===== config.mk =====
export PLATFORM = sky130hd
export DESIGN_NAME = spi_bus_bridge
export DESIGN_NICKNAME = d
export VERILOG_FILES = /design/src/rtl/spi_bus_bridge.sv
export SDC_FILE = /design/constraint.sdc
export NUM_CORES = 1
export LEC_CHECK = 0
export ABC_AREA = 1
export CAP_MARGIN = 20
export CORE_UTILIZATION = 50
export DETAILED_ROUTE_END_ITERATION = 10
export GPL_TIMING_DRIVEN = 0
export PLACE_DENSITY = 0.72
export SYNTH_ARGS = -nofsm -noshare
export SYNTH_HDL_FRONTEND = slang
export SYNTH_SLANG_ARGS = --single-unit

===== constraint.sdc =====
create_clock -name clk -period 3.2 [get_ports clk]
set_clock_uncertainty 0.2 [all_clocks]
set_input_delay 0.64 -clock clk [delete_from_list [all_inputs] [get_ports clk]]
set_output_delay 0.64 -clock clk [all_outputs]
set_load 0.05 [all_outputs]

===== src/rtl/spi_bus_bridge.sv =====
// spi_bus_bridge
//   SPI-slave (mode 0, MSB first) front end that turns byte-framed SPI
//   transactions into single-byte read/write requests on a valid/ready bus.
//   SCK, MOSI and SS_n are oversampled in the clk domain; SCK is never a clock.
//   Frame: CMD (bit7 = write), ADDR_HI, ADDR_LO, then DATA bytes.
//
// Configuration macro: SPI_BRIDGE_AUTOINC_EN
//   defined   : address increments (mod 2^16) after every data handshake
//   undefined : address fixed for the whole transaction (FIFO-port mode)
//
// Ports
//   clk, rst_n          system clock, async active-low reset
//   spi_ss_n/sck/mosi   raw SPI pins (asynchronous to clk)
//   spi_miso            SPI data out
//   bus_valid/write/addr/wdata, bus_ready, bus_rdata   byte request bus
//   busy                synchronized SS asserted
//   overrun             1-cycle pulse: dropped byte or late read response
module spi_bus_bridge #(
    parameter int SYNC_STAGES = 2
) (
    input  logic        clk,
    input  logic        rst_n,
    input  logic        spi_ss_n,
    input  logic        spi_sck,
    input  logic        spi_mosi,
    output logic        spi_miso,
    output logic        bus_valid,
    output logic        bus_write,
    output logic [15:0] bus_addr,
    output logic [7:0]  bus_wdata,
    input  logic        bus_ready,
    input  logic [7:0]  bus_rdata,
    output logic        busy,
    output logic        overrun
);

`ifdef SPI_BRIDGE_AUTOINC_EN
    localparam bit AUTOINC = 1'b1;
`else
    localparam bit AUTOINC = 1'b0;
`endif

    typedef enum logic [2:0] {IDLE, CMD, ADDR_HI, ADDR_LO, DATA} state_e;
    state_e state_q, state_d;

    logic [SYNC_STAGES-1:0] sck_sync_q, mosi_sync_q, ss_sync_q;
    logic        sck_prev_q;
    logic [2:0]  bitcnt_q, bitcnt_d;
    logic [6:0]  rx_q, rx_d;          // the 8th bit comes straight from mosi
    logic [7:0]  tx_q, tx_d;
    logic        skip_q, skip_d;      // suppress the first fall after a byte boundary
    logic        wr_mode_q, wr_mode_d;
    logic [15:0] cur_addr_q, cur_addr_d;
    logic        valid_q, valid_d, write_q, write_d;
    logic [15:0] addr_q, addr_d;
    logic [7:0]  wdata_q, wdata_d;
    logic        own_q, own_d;        // outstanding request belongs to the live transaction
    logic        win_q, win_d;        // read response may still load tx
    logic        dfr_q, dfr_d, dfr_wr_q, dfr_wr_d;
    logic [7:0]  dfr_data_q, dfr_data_d;
    logic        overrun_q, overrun_d;

    logic sck_s, mosi_s, ss_s, rise, fall, active, leaving, byte_done;
    logic hs, own_hs, bus_free, dfr_go, want, want_wr, win_ok;
    logic [7:0]  rx_byte;
    logic [15:0] addr_eff, want_addr;

    assign sck_s     = sck_sync_q[SYNC_STAGES-1];
    assign mosi_s    = mosi_sync_q[SYNC_STAGES-1];
    assign ss_s      = ss_sync_q[SYNC_STAGES-1];
    assign rise      = sck_s & ~sck_prev_q;
    assign fall      = ~sck_s & sck_prev_q;
    assign active    = (state_q != IDLE) & ~ss_s;
    assign leaving   = (state_q != IDLE) & ss_s;
    assign byte_done = active & rise & (bitcnt_q == 3'd7);
    assign rx_byte   = {rx_q, mosi_s};

    assign hs       = valid_q & bus_ready;
    assign own_hs   = hs & own_q;
    assign bus_free = ~valid_q | bus_ready;
    // A request deferred behind the previous transaction's stall goes out
    // as soon as the bus is empty.
    assign dfr_go   = dfr_q & ~valid_q;
    // Handshake retires before a same-cycle byte completion, so the new
    // request already sees the incremented address.
    assign addr_eff = (AUTOINC && own_hs) ? addr_q + 16'd1 : cur_addr_q;
    assign want     = byte_done & ((state_q == ADDR_LO & ~wr_mode_q) | (state_q == DATA));
    assign want_wr  = (state_q == DATA) & wr_mode_q;
    assign want_addr = (state_q == ADDR_LO) ? {cur_addr_q[15:8], rx_byte} : addr_eff;
    assign win_ok   = win_q & ~(active & rise & (bitcnt_q == 3'd0));

    always_comb begin
        state_d    = state_q;
        bitcnt_d   = bitcnt_q;
        rx_d       = rx_q;
        tx_d       = tx_q;
        skip_d     = skip_q;
        wr_mode_d  = wr_mode_q;
        cur_addr_d = cur_addr_q;
        valid_d    = valid_q;
        write_d    = write_q;
        addr_d     = addr_q;
        wdata_d    = wdata_q;
        own_d      = own_q;
        win_d      = win_q;
        dfr_d      = dfr_q;
        dfr_wr_d   = dfr_wr_q;
        dfr_data_d = dfr_data_q;
        overrun_d  = 1'b0;

        if (state_q == IDLE) begin
            if (!ss_s) state_d = CMD;
        end else if (ss_s) begin
            state_d = IDLE;
        end else if (byte_done) begin
            case (state_q)
                CMD:     state_d = ADDR_HI;
                ADDR_HI: state_d = ADDR_LO;
                default: state_d = DATA;
            endcase
        end

        // Bit/byte shifting
        if (state_q == IDLE) begin
            bitcnt_d = 3'd0;
            rx_d     = 7'd0;
            tx_d     = 8'h00;
            skip_d   = 1'b0;
        end else if (active) begin
            if (rise) begin
                bitcnt_d = bitcnt_q + 3'd1;
                rx_d     = rx_byte[6:0];
                if (bitcnt_q == 3'd0) win_d = 1'b0;
            end
            if (fall) begin
                if (skip_q) skip_d = 1'b0;
                else        tx_d   = {tx_q[6:0], 1'b0};
            end
            if (byte_done) begin
                tx_d   = 8'h00;
                skip_d = 1'b1;
            end
        end

        // Address register: byte loads win over the increment
        if (own_hs && AUTOINC) cur_addr_d = addr_q + 16'd1;
        if (byte_done) begin
            case (state_q)
                CMD:     wr_mode_d        = rx_byte[7];
                ADDR_HI: cur_addr_d[15:8] = rx_byte;
                ADDR_LO: cur_addr_d[7:0]  = rx_byte;
                default: ;
            endcase
        end

        // Handshake retirement and read response
        if (hs) begin
            valid_d = 1'b0;
            own_d   = 1'b0;
        end
        if (own_hs && !write_q) begin
            if (win_ok) tx_d      = bus_rdata;
            else        overrun_d = 1'b1;
            win_d = 1'b0;
        end

        if (dfr_go) begin
            valid_d = 1'b1;
            write_d = dfr_wr_q;
            addr_d  = cur_addr_q;
            if (dfr_wr_q) wdata_d = dfr_data_q;
            own_d   = active;
            dfr_d   = 1'b0;
        end

        if (want) begin
            if (bus_free && !dfr_go) begin
                valid_d = 1'b1;
                write_d = want_wr;
                addr_d  = want_addr;
                if (want_wr) wdata_d = rx_byte;
                else         win_d   = 1'b1;
                own_d   = 1'b1;
            end else if (valid_q && !own_q && !dfr_q) begin
                // Stalled request from an earlier transaction: queue behind it
                dfr_d      = 1'b1;
                dfr_wr_d   = want_wr;
                dfr_data_d = rx_byte;
                if (!want_wr) win_d = 1'b1;
            end else begin
                overrun_d = 1'b1;
            end
        end

        if (leaving) begin
            own_d = 1'b0;
            win_d = 1'b0;
        end
    end

    always_ff @(posedge clk or negedge rst_n) begin
        if (!rst_n) begin
            sck_sync_q  <= '0;
            mosi_sync_q <= '0;
            ss_sync_q   <= '1;
            sck_prev_q  <= 1'b0;
        end else begin
            sck_sync_q  <= {sck_sync_q[SYNC_STAGES-2:0], spi_sck};
            mosi_sync_q <= {mosi_sync_q[SYNC_STAGES-2:0], spi_mosi};
            ss_sync_q   <= {ss_sync_q[SYNC_STAGES-2:0], spi_ss_n};
            sck_prev_q  <= sck_s;
        end
    end

    always_ff @(posedge clk or negedge rst_n) begin
        if (!rst_n) state_q <= IDLE;
        else        state_q <= state_d;
    end

    always_ff @(posedge clk or negedge rst_n) begin
        if (!rst_n) begin
            bitcnt_q   <= 3'd0;
            rx_q       <= 7'd0;
            tx_q       <= 8'h00;
            skip_q     <= 1'b0;
            wr_mode_q  <= 1'b0;
            cur_addr_q <= 16'h0000;
            valid_q    <= 1'b0;
            write_q    <= 1'b0;
            addr_q     <= 16'h0000;
            wdata_q    <= 8'h00;
            own_q      <= 1'b0;
            win_q      <= 1'b0;
            dfr_q      <= 1'b0;
            dfr_wr_q   <= 1'b0;
            dfr_data_q <= 8'h00;
            overrun_q  <= 1'b0;
        end else begin
            bitcnt_q   <= bitcnt_d;
            rx_q       <= rx_d;
            tx_q       <= tx_d;
            skip_q     <= skip_d;
            wr_mode_q  <= wr_mode_d;
            cur_addr_q <= cur_addr_d;
            valid_q    <= valid_d;
            write_q    <= write_d;
            addr_q     <= addr_d;
            wdata_q    <= wdata_d;
            own_q      <= own_d;
            win_q      <= win_d;
            dfr_q      <= dfr_d;
            dfr_wr_q   <= dfr_wr_d;
            dfr_data_q <= dfr_data_d;
            overrun_q  <= overrun_d;
        end
    end

    assign spi_miso  = (state_q == DATA) & ~ss_s & tx_q[7];
    assign bus_valid = valid_q;
    assign bus_write = write_q;
    assign bus_addr  = addr_q;
    assign bus_wdata = wdata_q;
    assign busy      = ~ss_s;
    assign overrun   = overrun_q;

endmodule


==> summary.md, run 1 <==
| Metric | Value |
|---|---|
| Status | `complete, no violations` |
| Total CTS buffers | `9` |
| Filler cell count | `741` |
| Worst Max-Slew Pin Slew | `between 0.6 and 0.7 ns` |
| Gate Count Post-Synth | `527` |
| Comb pwr share | `under 10%` |
| Setup Total Neg Slack | `0 ns` |
| Clock Pin Slew Worst Setup and Hold Paths | `around 0.080 ns` |
| PwrDens | `421 nW/um^2` |
| Vias in the first global route | `3,473` |
| CP Capture Type | `primary output` |
| Crit Path Category | `reg2out` |
| Starting Density | `between 50% and 60%` |
| Die X | `93.5 um` |
| Layout area overhead | `19.1%` |
| H-tree levels | `3` |
| Antenna violations before repair | `0` |
| Final max-slew violation count | `0` |
| Largest net degree at the start of global routing | `64` |
| IO Port Bufs | `42` |
| Switching power | `approximately 500 uW` |
| Share of cells above drive strength 1 | `9.73%` |
| Final Hold Fails | `0` |
| Clock latency at the later pin of the worst-skew pair | `between 0.3 and 0.4 ns` |
| Setup Buffers After CTS | `0` |
| WL final | `9.56 mm` |
| Yosys cell types | `29` |
| Post-synth net total | `between 500 and 600` |
| EDFF count, synth | `0` |
| Endpoints failing setup | `0` |
| Commonest non-fill, non-tap cell in the layout | `nand2_1` |
| Global routing usage on met2 | `40.0%` |
| DRC | `0` |
| Ys async rst share | `100%` |
| First-pass GRT wire length | `around 16 mm` |
| Worst EP required | `2.36 ns` |
| Io pins | `43` |
| Met3 Usage GRT | `3.90%` |
| RSZ-0062 raised after global routing | `false` |
| CTS tree | `done` |
| Row count | `33` |
| Synthesized area | `4190 um^2` |
| Total grt overflow | `0` |
| Type of origin of the critical path | `flip-flop` |
| Initial DRC count | `219` |
| Clk sinks | `85` |
| Pint | `1600 uW` |
| GRT busiest layer | `met2` |
| Multi-input logic area | `1710 um^2` |
| Hpwl dp | `6.64 mm` |
| CTS max path bufs | `2` |
| Final RePlAce weighted congestion | `around 0.83` |
| Hold Path Class | `reg2reg` |
| YS warnings | `0` |
| Die Area | `8740 um^2` |
| Peak supply drop | `between 0.0003 and 0.0004 V` |
| Post_cts resized | `0` |
| Core area | `about 8200 um^2` |
| Final min period | `2.92 ns` |
| Vias per cell | `5.36` |
| CP max FO | `6` |
| Final hold slack | `approximately 0.16 ns` |
| GR Util All Layers | `roughly a quarter` |
| Register area share after synthesis | `50.9%` |
| Die H | `93.5 um` |
| Clock root buffer | `clkbuf_8` |
| Period Utilization, post-route | `91.4%` |
| Ant. Diodes | `0` |
| Sequential power share | `52.5%` |
| Vias | `3,705` |
| Final nets | `between 500 and 600` |
| Max-Cap Viols | `0` |
| Net Sw Frac | `23.8%` |
| Routed length per instance | `13.8 um` |
| Clock share of power | `around two fifths` |
| Register Area | `about 2100 um^2` |
| Max-slew headroom | `54.9%` |
| Leading cell types in the layout, fill and taps excluded | `nand2_1, dfrtp_1, inv_1` |
| M1 GR Usage | `around a third` |
| Worst endpoint data arrival time | `2.08 ns` |
| Fmax | `roughly 340 MHz` |
| Yosys reg bits | `85` |
| Static leakage | `0.00245 uW` |
| Synth Flop Type | `dfrtp_1` |
| Avg Cell Area, Syn | `7.94 um^2` |
| DR pass1 iterations | `5` |
| Post-route ant nets | `0` |
[logic make-up (layout without fill, tap and decap cells)]
group / count (synthesis) / in the layout / share of synthesized area, %
fa+ha+maj: 3 / 3 / 0.897
simple gates: 278 / 278 / 29.3
buf+inv: 81 / 140 / 8.25
compound gates: 80 / 80 / 10.7
flops: 85 / 85 / 50.9
[metal layers]
metal / part of all wire, % / wire length (um) / vias to the layer above
met5: 0 / 0 / -
met4: 2.2 / 208 / 0
met3: 5.8 / 555 / 16
met2: 49 / 4690 / 134
met1: 43 / 4110 / 1762
li1: - / - / 1793
[registers in the layout, summed over array words and instances, names as in the netlist, 2 cells and up]
register / count
bus_wdata: 8
dfr_data_q: 8
ss_sync_q: 2
bitcnt_q: 3
rx_q: 7
bus_addr: 16
tx_q: 8
addr_eff: 16
mosi_sync_q: 2
sck_sync_q: 2
state_q: 3
[worst max-delay path, stage by stage, from the launching register on]
cell	delay [ns]
dfstp_2	0.36
buf_2	0.15
inv_1	0.16
nand2_1	0.08
nor2_1	0.15
clkdlybuf4s50_1	0.82
[synth_stat cells, types with 4 or more instances]
master	count	area, um^2
o22ai_1	8	50.1
o21ai_2	9	78.8
inv_1	58	218
nor2_1	17	63.8
o21ai_1	10	50.1
clkbuf_1	5	18.8
nand2_1	195	732
nand3_1	31	155
nor2_2	4	25.0
a21oi_1	5	25.0
nand4_1	18	113
buf_2	9	45.0
buf_6	4	45.0
o21ai_0	47	235
dfrtp_1	83	2080
[layout make-up]
| type | instances | share of cell area (%) |
|---|---|---|
| multi-input cells | 361 | 34.3 |
| inverters | 62 | 4.67 |
| clock inverters | 4 | 1.46 |
| well taps | 105 | 2.63 |
| clock buffers | 11 | 2.84 |
| repair buffers | 44 | 9.13 |
| plain buffers | 19 | 2.26 |
| flip-flops and latches | 85 | 42.7 |
[path summary, 6_finish.rpt]
check,slack [ns],depth (start not counted),endpoint,from
setup / recovery,0.28,5,spi_miso,ss_sync_q[1]
hold / removal,0.16,0,sck_sync_q[1],sck_sync_q[0]
setup reg to reg,1.26,8,tx_q[4],state_q[0]
hold reg to reg,0.16,0,sck_sync_q[1],sck_sync_q[0]
max in group asynchronous,1.63,3,ss_sync_q[1],rst_n
min in group asynchronous,0.50,2,bus_addr[10],rst_n
[power by group through the flow]
stage,logic [uW],clock network [uW],registers [uW]
2_1_floorplan,50.4,0,1160
3_3_place_gp,154,0,1120
3_5_place_dp,161,0,1120
4_1_cts,162,848,1100
5_1_grt,176,884,1100
6_report,160,836,1100
[what timing repair did]
| item | 4_1_cts | 5_1_grt |
|---|---|---|
| endpoints found under the hold margin | 22 | 0 |
| hold buffers | 1 | 0 |
| setup endpoints to repair | 0 | 0 |
[metrics by stage]
stage          std cells  util (%)  total power, uW  area [um^2]  setup WS [ns]
6_report             691      61.0             2100         4990          0.276
3_3_place_gp         674      57.9             1280         4740          -1.74
2_1_floorplan        527         -             1210         4190          0.714
3_5_place_dp         675      58.2             1280         4760          0.530
4_1_cts              691      61.0             2110         4990          0.246
5_1_grt              691      61.0             2160         4990          0.158
Power figures use the tool's default switching activity.
==> inputs of run 2 (changes only) <==
--- a/config.mk
+++ b/config.mk
@@ -10,6 +10,7 @@
 export CORE_UTILIZATION = 50
 export DETAILED_ROUTE_END_ITERATION = 10
 export GPL_TIMING_DRIVEN = 0
+export HOLD_SLACK_MARGIN = 0.05
 export PLACE_DENSITY = 0.72
 export SYNTH_ARGS = -nofsm -noshare
 export SYNTH_HDL_FRONTEND = slang
==> results of run 2 <==
Final layout, timing and power as in run 1 (identical DEF).
==> inputs of run 3 (changes only) <==
--- a/config.mk
+++ b/config.mk
@@ -8,10 +8,12 @@
 export ABC_AREA = 1
 export CAP_MARGIN = 20
 export CORE_UTILIZATION = 50
+export CTS_BUF_LIST = sky130_fd_sc_hd__clkbuf_4
 export DETAILED_ROUTE_END_ITERATION = 10
 export GPL_TIMING_DRIVEN = 0
 export HOLD_SLACK_MARGIN = 0.05
 export PLACE_DENSITY = 0.72
+export SLEW_MARGIN = 20
 export SYNTH_ARGS = -nofsm -noshare
 export SYNTH_HDL_FRONTEND = slang
 export SYNTH_SLANG_ARGS = --single-unit
==> run 3 against run 2 <==
Against the previous run:
- flip-flop and latch count stayed put
- setup slack worse by 0.12 ns
- combinational power hardly changed
- fmax is 3.8% lower
- design area is 1.3% lower
- sequential power hardly changed
- register-to-register slack worse by 0.04 ns
- clock-buffer cell count is 1 lower
- global-route usage is 0.43 points lower
- largest power group unchanged
==> summary.md, run 3 (synthesis results as in run 1) <==
| Metric | Value |
|---|---|
| Total CTS buffers | `9 (unchanged)` |
| Final RePlAce weighted congestion | `0.832 (unchanged)` |
| Starting Density | `51.2% (unchanged)` |
| Hpwl dp | `6.67 mm (+0.40%)` |
| Die H | `93.5 um (unchanged)` |
| Final max-slew violation count | `0 (unchanged)` |
| Die Area | `8740 um^2 (unchanged)` |
| Slowest stage delay, CP | `0.82 ns (about the same)` |
| CTS max path bufs | `2 (unchanged)` |
| Endpoints failing setup | `0 (unchanged)` |
| PwrDens | `396 nW/um^2 (-6.0%)` |
| Period Utilization, post-route | `95.0% (+3.6 points)` |
| H-tree levels | `3 (unchanged)` |
| Clock latency at the later pin of the worst-skew pair | `0.44 ns (+0.08 ns)` |
| Antenna violations before repair | `0 (unchanged)` |
| Core area | `8180 um^2 (unchanged)` |
| Type of origin of the critical path | `flip-flop` |
| Final nets | `599 (unchanged)` |
| Worst Setup EP | `spi_miso` |
| R2R setup slack | `1.22 ns (-0.04 ns)` |
| DR pass1 iterations | `5 (unchanged)` |
| CP Capture Type | `primary output` |
| Dpl ws | `0.522 ns (-0.00797 ns)` |
| Post-CTS Hold Buffers | `1 (unchanged)` |
| Vias | `3,653 (-1.4%)` |
| Status | `complete, no violations` |
| Final Hold Fails | `0 (unchanged)` |
| Clk sinks | `85 (unchanged)` |
| Max-slew headroom | `53.7% (-1.1 points)` |
| Reg2reg start | `bus_valid` |
| Share of cells above drive strength 1 | `9.73% (unchanged)` |
| IO Port Bufs | `42 (unchanged)` |
| Commonest non-fill, non-tap cell in the layout | `nand2_1` |
| Worst reg2reg path depth | `7 (-1)` |
| Ant. Diodes | `0 (unchanged)` |
| Final min period | `3.04 ns (+0.116 ns)` |
| CP max FO | `6 (unchanged)` |
| GR Util All Layers | `23.8% (-0.43 points)` |
| Die X | `93.5 um (unchanged)` |
| Post-route ant nets | `0 (unchanged)` |
| Hold Path Class | `reg2reg` |
| R2r endpoint | `tx_q[4]` |
| WL final | `9.53 mm (-0.38%)` |
| Clock root buffer | `clkbuf_4` |
| Max-Cap Viols | `0 (unchanged)` |
| Clock Pin Slew Worst Setup and Hold Paths | `0.12 ns (+0.04 ns)` |
| Total grt overflow | `0 (unchanged)` |
| Total Power | `1950 uW (-7.2%)` |
| Post_cts resized | `0 (unchanged)` |
| Max stage delay cell, worst path | `clkdlybuf4s50_1` |
| Worst endpoint data arrival time | `2.20 ns (+0.12 ns)` |
| Filler cell count | `733 (-1.1%)` |
| Leading cell types in the layout, fill and taps excluded | `nand2_1, dfrtp_1, inv_1` |
| DRC | `0 (unchanged)` |
| Row count | `33 (unchanged)` |
| Initial DRC count | `220 (+0.46%)` |
| Setup Buffers After CTS | `0 (unchanged)` |
| CTS tree | `done` |
| Setup ws final | `0.160 ns (-0.116 ns)` |
| Worst Max-Slew Pin Slew | `0.689 ns (+0.0168 ns)` |
| First-pass GRT wire length | `16.0 mm (-0.64%)` |
| Routed length per instance | `13.8 um (-0.38%)` |
| Fmax | `329 MHz (-3.8%)` |
| Vias per cell | `5.29 (-1.4%)` |
| Final hold slack | `0.160 ns (+0.00381 ns)` |
| Largest net degree at the start of global routing | `54 (-16%)` |
| Crit Path Category | `reg2out` |
| Cell Chain, Critical Path | `buf_2 > inv_1 > nand2_1 > nor2_1 > clkdlybuf4s50_1` |
| Worst EP required | `2.36 ns (about the same)` |
| Setup Total Neg Slack | `0 ns (unchanged)` |
| Peak supply drop | `0.000390 V (+30%)` |
| Io pins | `43 (unchanged)` |
| Vias in the first global route | `3,496 (+0.66%)` |
| Layout area overhead | `17.6%` |
| Static leakage | `0.00242 uW (-1.0%)` |
| RSZ-0062 raised after global routing | `false` |
| Crit path from | `ss_sync_q[1]` |
==> run 3: metal layers <==
metal / vias to the layer above / wire (um) / track usage (%)
li1: 1797 / - / -
met1: 1741 / 4240 / 30.3
met2: 98 / 4710 / 41.2
met3: 17 / 407 / 3.25
met4: 0 / 174 / 8.72
met5: - / 0 / 0
==> run 3: final cells by class <==
class,instances,area [um^2],share of cell area (%)
timing repair buffer,44,455,9.25
tap,105,131,2.67
clock buffer,10,75.1,1.52
buffer,19,113,2.29
multi-input combinational,361,1710,34.7
inverter,62,233,4.73
sequential,85,2130,43.3
clock inverter,5,76.3,1.55
==> run 3: where the power goes <==
group          switching, uW  total (uW)  internal, uW  leakage (uW)
combinational            107         160          53.4       0.00119
sequential              11.5        1100          1090       0.00116
clock                    367         685           318     0.0000799
==> run 3: critical path: cells and delay by family, from the launching register on <==
| kind | cells | cell delay, ns |
|---|---|---|
| AND/OR/NAND/NOR | 2 | 0.24 |
| buffers and inverters | 3 | 1.15 |
| flip-flops | 1 | 0.38 |
==> run 3: metrics by stage <==
stage | area (um^2) | utilization (%) | std cells
after floorplan | 4190 | - | 527
after global placement | 4740 | 57.9 | 674
after detailed placement | 4760 | 58.2 | 675
after CTS | 4920 | 60.2 | 691
after global routing | 4920 | 60.2 | 691
final | 4920 | 60.2 | 691
==> run 3: worst min path at each step <==
stage,startpoint,end,depth (start not counted)
after detailed placement,mosi_sync_q[0],mosi_sync_q[1],0
final,mosi_sync_q[0],mosi_sync_q[1],0
after floorplan,mosi_sync_q[0],mosi_sync_q[1],0
after CTS,mosi_sync_q[0],mosi_sync_q[1],0
after global placement,mosi_sync_q[0],mosi_sync_q[1],0
after global routing,ss_sync_q[0],ss_sync_q[1],0
